[src/rtl/ula_arbitro_pkg.sv]
// Shared types and constants for the two-requester ULA arbiter.
package ula_arbitro_pkg;

    localparam int LARGURA_PAD = 32;
    localparam int ALUCTL_W    = 3;

    typedef enum logic [1:0] {
        OCIOSO   = 2'd0,
        EXECUTA  = 2'd1,
        RESPONDE = 2'd2
    } estado_t;

endpackage

[src/rtl/ula_arbitro_if.sv]
// Requester and ULA-side signals of the arbiter, bundled into one interface.
interface ula_arbitro_if #(
    parameter int LARGURA = ula_arbitro_pkg::LARGURA_PAD
);
    import ula_arbitro_pkg::*;

    logic                req0, req1;
    logic [LARGURA-1:0]  entrada1_0, entrada2_0, entrada1_1, entrada2_1;
    logic [ALUCTL_W-1:0] ALUControl_0, ALUControl_1;
    logic                ack0, ack1;
    logic [LARGURA-1:0]  resultado;
    logic                zero;
    logic                ocupado;
    logic [LARGURA-1:0]  ula_entrada1, ula_entrada2;
    logic [ALUCTL_W-1:0] ula_ALUControl;
    logic [LARGURA-1:0]  ula_resultado;
    logic                ula_zero;

    // Arbiter side
    modport slave (
        input  req0, req1, entrada1_0, entrada2_0, entrada1_1, entrada2_1,
               ALUControl_0, ALUControl_1, ula_resultado, ula_zero,
        output ack0, ack1, resultado, zero, ocupado,
               ula_entrada1, ula_entrada2, ula_ALUControl
    );

    // Requesters plus the ULA instance
    modport master (
        output req0, req1, entrada1_0, entrada2_0, entrada1_1, entrada2_1,
               ALUControl_0, ALUControl_1, ula_resultado, ula_zero,
        input  ack0, ack1, resultado, zero, ocupado,
               ula_entrada1, ula_entrada2, ula_ALUControl
    );

endinterface

[src/rtl/ula_arbitro_rr_selecao.sv]
// Combinational 2-way round-robin pick; prioridade names the favoured requester.
module ula_rr_selecao (
    input  logic req0_i,
    input  logic req1_i,
    input  logic prioridade_i,
    output logic concede_o,
    output logic indice_o
);

    assign concede_o = req0_i | req1_i;
    assign indice_o  = (req0_i & req1_i) ? prioridade_i : req1_i;

endmodule

[src/rtl/ula_arbitro.sv]
// Shares one external ULA between two requesters: grant, drive operands,
// wait LATENCIA_ULA edges, capture result and pulse the granted ack.
module ula_arbitro
    import ula_arbitro_pkg::*;
#(
    parameter int LARGURA      = LARGURA_PAD,
    parameter int LATENCIA_ULA = 1
) (
    input logic          clock,
    input logic          reset,
    ula_arbitro_if.slave bus
);

    localparam int CW = (LATENCIA_ULA < 1) ? 1 : $clog2(LATENCIA_ULA + 1);

    estado_t             estado_q, estado_d;
    logic                prioridade_q, prioridade_d;
    logic                indice_q, indice_d;
    logic [CW-1:0]       contador_q, contador_d;
    logic [LARGURA-1:0]  e1_q, e1_d, e2_q, e2_d, res_q, res_d;
    logic [ALUCTL_W-1:0] ctl_q, ctl_d;
    logic                zero_q, zero_d;
    logic [1:0]          ack_q, ack_d;

    logic concede, indice;

    ula_rr_selecao u_sel (
        .req0_i       (bus.req0),
        .req1_i       (bus.req1),
        .prioridade_i (prioridade_q),
        .concede_o    (concede),
        .indice_o     (indice)
    );

    always_ff @(posedge clock) begin
        if (!reset) begin
            estado_q     <= OCIOSO;
            prioridade_q <= 1'b0;
            indice_q     <= 1'b0;
            contador_q   <= '0;
            e1_q         <= '0;
            e2_q         <= '0;
            ctl_q        <= '0;
            res_q        <= '0;
            zero_q       <= 1'b0;
            ack_q        <= 2'b00;
        end else begin
            estado_q     <= estado_d;
            prioridade_q <= prioridade_d;
            indice_q     <= indice_d;
            contador_q   <= contador_d;
            e1_q         <= e1_d;
            e2_q         <= e2_d;
            ctl_q        <= ctl_d;
            res_q        <= res_d;
            zero_q       <= zero_d;
            ack_q        <= ack_d;
        end
    end

    // ack is only ever high in the single RESPONDE cycle, so it defaults low
    always_comb begin
        estado_d     = estado_q;
        prioridade_d = prioridade_q;
        indice_d     = indice_q;
        contador_d   = contador_q;
        e1_d         = e1_q;
        e2_d         = e2_q;
        ctl_d        = ctl_q;
        res_d        = res_q;
        zero_d       = zero_q;
        ack_d        = 2'b00;
        case (estado_q)
            OCIOSO: begin
                if (concede) begin
                    e1_d         = indice ? bus.entrada1_1   : bus.entrada1_0;
                    e2_d         = indice ? bus.entrada2_1   : bus.entrada2_0;
                    ctl_d        = indice ? bus.ALUControl_1 : bus.ALUControl_0;
                    indice_d     = indice;
                    contador_d   = CW'(LATENCIA_ULA);
                    prioridade_d = ~indice;
                    estado_d     = EXECUTA;
                end
            end
            EXECUTA: begin
                if (contador_q != '0) begin
                    contador_d = contador_q - CW'(1);
                end else begin
                    res_d           = bus.ula_resultado;
                    zero_d          = bus.ula_zero;
                    ack_d[indice_q] = 1'b1;
                    estado_d        = RESPONDE;
                end
            end
            RESPONDE: estado_d = OCIOSO;
            default:  estado_d = OCIOSO;
        endcase
    end

    assign bus.ack0           = ack_q[0];
    assign bus.ack1           = ack_q[1];
    assign bus.resultado      = res_q;
    assign bus.zero           = zero_q;
    assign bus.ocupado        = (estado_q != OCIOSO);
    assign bus.ula_entrada1   = e1_q;
    assign bus.ula_entrada2   = e2_q;
    assign bus.ula_ALUControl = ctl_q;

endmodule

[src/flat_wrapper.sv]
// flat-port wrapper written by rule: the top's interface ports become plain ports
module ula_arbitro_flat import ula_arbitro_pkg::*;
#(
    parameter int LARGURA      = LARGURA_PAD,
    parameter int LATENCIA_ULA = 1
)
  (clock, reset, bus_req0, bus_req1, bus_entrada1_0, bus_entrada2_0, bus_entrada1_1, bus_entrada2_1, bus_ALUControl_0, bus_ALUControl_1, bus_ula_resultado, bus_ula_zero, bus_ack0, bus_ack1, bus_resultado, bus_zero, bus_ocupado, bus_ula_entrada1, bus_ula_entrada2, bus_ula_ALUControl);
  ula_arbitro_if #(.LARGURA(LARGURA)) bus_i ();
  input logic clock;
  input logic reset;
  input wire logic [$bits(bus_i.req0)-1:0] bus_req0;
  input wire logic [$bits(bus_i.req1)-1:0] bus_req1;
  input wire logic [$bits(bus_i.entrada1_0)-1:0] bus_entrada1_0;
  input wire logic [$bits(bus_i.entrada2_0)-1:0] bus_entrada2_0;
  input wire logic [$bits(bus_i.entrada1_1)-1:0] bus_entrada1_1;
  input wire logic [$bits(bus_i.entrada2_1)-1:0] bus_entrada2_1;
  input wire logic [$bits(bus_i.ALUControl_0)-1:0] bus_ALUControl_0;
  input wire logic [$bits(bus_i.ALUControl_1)-1:0] bus_ALUControl_1;
  input wire logic [$bits(bus_i.ula_resultado)-1:0] bus_ula_resultado;
  input wire logic [$bits(bus_i.ula_zero)-1:0] bus_ula_zero;
  output wire logic [$bits(bus_i.ack0)-1:0] bus_ack0;
  output wire logic [$bits(bus_i.ack1)-1:0] bus_ack1;
  output wire logic [$bits(bus_i.resultado)-1:0] bus_resultado;
  output wire logic [$bits(bus_i.zero)-1:0] bus_zero;
  output wire logic [$bits(bus_i.ocupado)-1:0] bus_ocupado;
  output wire logic [$bits(bus_i.ula_entrada1)-1:0] bus_ula_entrada1;
  output wire logic [$bits(bus_i.ula_entrada2)-1:0] bus_ula_entrada2;
  output wire logic [$bits(bus_i.ula_ALUControl)-1:0] bus_ula_ALUControl;
  assign bus_i.req0 = bus_req0;
  assign bus_i.req1 = bus_req1;
  assign bus_i.entrada1_0 = bus_entrada1_0;
  assign bus_i.entrada2_0 = bus_entrada2_0;
  assign bus_i.entrada1_1 = bus_entrada1_1;
  assign bus_i.entrada2_1 = bus_entrada2_1;
  assign bus_i.ALUControl_0 = bus_ALUControl_0;
  assign bus_i.ALUControl_1 = bus_ALUControl_1;
  assign bus_i.ula_resultado = bus_ula_resultado;
  assign bus_i.ula_zero = bus_ula_zero;
  assign bus_ack0 = bus_i.ack0;
  assign bus_ack1 = bus_i.ack1;
  assign bus_resultado = bus_i.resultado;
  assign bus_zero = bus_i.zero;
  assign bus_ocupado = bus_i.ocupado;
  assign bus_ula_entrada1 = bus_i.ula_entrada1;
  assign bus_ula_entrada2 = bus_i.ula_entrada2;
  assign bus_ula_ALUControl = bus_i.ula_ALUControl;
  ula_arbitro #(.LARGURA(LARGURA), .LATENCIA_ULA(LATENCIA_ULA)) u_core (.clock(clock), .reset(reset), .bus(bus_i));
endmodule
[config.mk]
export PLATFORM = sky130hd
export DESIGN_NAME = ula_arbitro_flat
export DESIGN_NICKNAME = d
export VERILOG_FILES = /design/src/rtl/ula_arbitro_pkg.sv /design/src/rtl/ula_arbitro_if.sv /design/src/rtl/ula_arbitro_rr_selecao.sv /design/src/rtl/ula_arbitro.sv /design/src/flat_wrapper.sv
export SDC_FILE = /design/constraint.sdc
export NUM_CORES = 1
export LEC_CHECK = 0
export CAP_MARGIN = 20
export CORE_UTILIZATION = 40
export DETAILED_ROUTE_END_ITERATION = 12
export PLACE_DENSITY = 0.8
export REMOVE_ABC_BUFFERS = 1
export SYNTH_ARGS = -nofsm -noshare
export SYNTH_HDL_FRONTEND = slang
export SYNTH_SLANG_ARGS = --single-unit
[constraint.sdc]
create_clock -name clock -period 4.1 [get_ports clock]
set_input_delay 0.82 -clock clock [delete_from_list [all_inputs] [get_ports clock]]
set_output_delay 0.82 -clock clock [all_outputs]
set_load 0.005 [all_outputs]
==> impl_metrics.json <==
{
  "outcome": "completed",
  "total_leakage_power_nw": 3.40,
  "detail-route-antenna-nets": 0,
  "global_route_wire_length_before_repair_um": 25400,
  "power.internal_mw": 2.10,
  "crit_path_end": "u_core.bus.ula_entrada2[24]",
  "ys_seq_elements": 107,
  "clockPowerShare": 0.286,
  "max_cap_violations": 0,
  "detailedRoute.firstIterationViolations": 336,
  "synth_flop_cell": "dfxtp_1",
  "worst-r2r-cell-count": 4,
  "area_delta_synth_final_pct": 58.5,
  "p_per_area_mw_per_mm2": 354,
  "max_freq_mhz": 382,
  "holdWs_ns": 0.442,
  "grt_util_all_layers": 0.241,
  "synth_largest_area_cell": "dfxtp_1",
  "min_period_over_period": 0.638,
  "hpwl_after_detailed_placement_um": 11300,
  "post_cts_buffers": 0,
  "hold_buffers": 0,
  "clockBufferDepth": 2,
  "multi_input_area_mm2": 0.00275,
  "drt-pass1-iter-count": 5,
  "drive_above_1_share": 0.0391,
  "postSynth.asyncResetShare": 0,
  "avgViaCountPerCell": 5.48,
  "grt_antenna_before_repair": 0,
  "cp.required_ns": 4.33,
  "netlist-cell-type-count": 28,
  "final_net_count": 959,
  "initial_core_util": 0.411,
  "core_region_area_mm2": 0.0126,
  "net_sw_power_mw": 0.804,
  "rsz_0062_raised_after_global_routing": "false",
  "critical_path.reg2reg.endpoint": "u_core.bus.ula_entrada2[15]",
  "synth_enable_flop_cells": 0,
  "routedWlPerCell_um": 17.5,
  "regToRegStartpoint": "u_core.prioridade_q",
  "die_height_um": 116,
  "worst-slew-pin-transition_ns": 1.05,
  "worst_setup_path_end_kind": "flip-flop",
  "ios": 274,
  "grt_pass1_vias": 5072,
  "fin_worst_skew_ns": 0.00699,
  "timing.slew.headroom": 0.302,
  "syn_inst": 566,
  "yosysWarnings": 0,
  "antenna_cells": 0,
  "total_number_of_placement_rows": 41,
  "wl_um": 16900,
  "cts_resized": 0,
  "synth.top_cells.by_area": "dfxtp_1 (41%), a21boi_1 (15%), o311a_1 (13%), o21bai_1 (9.7%), and3_1 (8.2%)",
  "time_the_worst_path_needs_with_i_o_delays_and_setup_ns": 2.62,
  "htree_levels": 3,
  "dieWidth_um": 116,
  "cp-startpoint": "bus_req0",
  "hold_viol": 0,
  "power.share.sequential": 0.416,
  "seq_area_mm2": 0.00214,
  "report.final.slew_viol_count": 0,
  "setup_total_negative_slack_ns": 0,
  "clkTransAtPathRegs_ns": 0.07,
  "syn_area_per_cell_um2": 9.17,
  "io_buffer_count": 273,
  "synth_area_mm2": 0.00519,
  "min_path_type": "reg2reg",
  "dr_total_vias": 5288,
  "yosysMostFrequentCell": "dfxtp_1",
  "die-area_mm2": 0.0134,
  "yosys-top-cells-count": "dfxtp_1 (107), a21boi_1 (101), and3_1 (68)",
  "post-route-drc-count": 0,
  "clock-root-buffer": "clkbuf_16",
  "cts-buffers-inserted": 9,
  "ir_worst_vdd_v": 0.000192,
  "pin_count_of_the_biggest_net_entering_global_routing": 136,
  "critical_path_class": "in2reg",
  "synthDominantCellAreaShare": 0.413,
  "power.combinational.fraction": 0.298,
  "cts_tree": "yes",
  "setup_viol": 0,
  "worstPathMaxFanout": 73,
  "grt_overflow": 0,
  "clk-insertion-delay-late_ns": 0.35,
  "cp.arrival_ns": 2.85,
  "gp_congestion": 0.745,
  "fillerInstances": 1040,
  "cts.sink_count": 107,
  "regToRegSetupSlack_ns": 2.19,
  "switching_share_of_power": 0.276,
  "setup.worst_path.start_class": "input port",
  "seq_area_frac_synth": 0.413
}
-- worst min path at each step --
stage               startpoint               to  slack [ns]  depth (start not counted)
2_1_floorplan  u_core.indice_q  u_core.ack_q[0]        0.40                          1
3_3_place_gp   u_core.indice_q  u_core.ack_q[0]        0.42                          1
3_5_place_dp   u_core.indice_q  u_core.ack_q[0]        0.43                          1
4_1_cts        u_core.indice_q  u_core.ack_q[0]        0.44                          1
5_1_grt        u_core.indice_q  u_core.ack_q[0]        0.47                          1
6_report       u_core.indice_q  u_core.ack_q[0]        0.44                          1
-- sequential cells by signal (all words and copies together), names as in the netlist --
name / flops
u_core.bus.resultado: 32
u_core.bus.ula_entrada1: 32
u_core.bus.ula_entrada2: 32
u_core.bus.ula_ALUControl: 3
u_core.ack_q: 2
u_core.estado_q: 2
u_core.bus.zero: 1
u_core.contador_q: 1
u_core.indice_q: 1
u_core.prioridade_q: 1
-- through the flow --
stage | instances | worst slack (ns) | instance area [um^2] | util | power [mW]
after detailed placement | 948 | 0.985 | 7920 | 0.628 | 2.10
after global placement | 948 | 1.06 | 7920 | 0.628 | 2.07
final | 965 | 1.48 | 8220 | 0.652 | 2.91
after global routing | 965 | 1.42 | 8220 | 0.652 | 3.05
after CTS | 964 | 1.34 | 8200 | 0.650 | 2.93
after floorplan | 496 | 0.622 | 4880 | - | 1.57
-- layout make-up --
type	instances	area share
sequential	107	0.260
timing repair buffer	281	0.344
clock buffer	11	0.0295
clock inverter	5	0.00472
multi-input combinational	387	0.335
tap	172	0.0262
inverter	2	0.000913
-- power groups by stage --
stage | registers (mW) | clock network (mW) | logic, mW
floorplan | 1.24 | 0 | 0.336
finish | 1.21 | 0.831 | 0.866
detailed placement | 1.23 | 0 | 0.863
global placement | 1.23 | 0 | 0.840
global route | 1.22 | 0.889 | 0.937
CTS | 1.21 | 0.849 | 0.868
-- kinds of logic after synthesis --
logic type,Yosys count,synth area share
compound gates,242,0.381
buf+inv,72,0.0615
flops,107,0.413
simple gates,145,0.145
-- per-layer routing --
layer | vias to the layer above | track usage | share of wire
li1 | 2533 | - | -
met1 | 2470 | 0.283 | 0.40
met2 | 250 | 0.408 | 0.47
met3 | 35 | 0.0690 | 0.094
met4 | 0 | 0.111 | 0.031
met5 | - | 0 | 0
-- cells in the final DEF (no fill, tap or decap), drive strengths merged, types with 10 or more instances in the layout --
cell,instances
a21boi,103
and3,68
buf,10
clkbuf,11
clkdlybuf4s50,271
dfxtp,107
nand2,67
o21bai,67
o311a,67
-- worst max-delay path: stages --
cell and delay [ns]:
clkdlybuf4s50_1 0.66, nand2b_4 0.42, buf_12 0.35, and3_1 0.22, o311a_1 0.31
(Power assumes the default switching activity.)
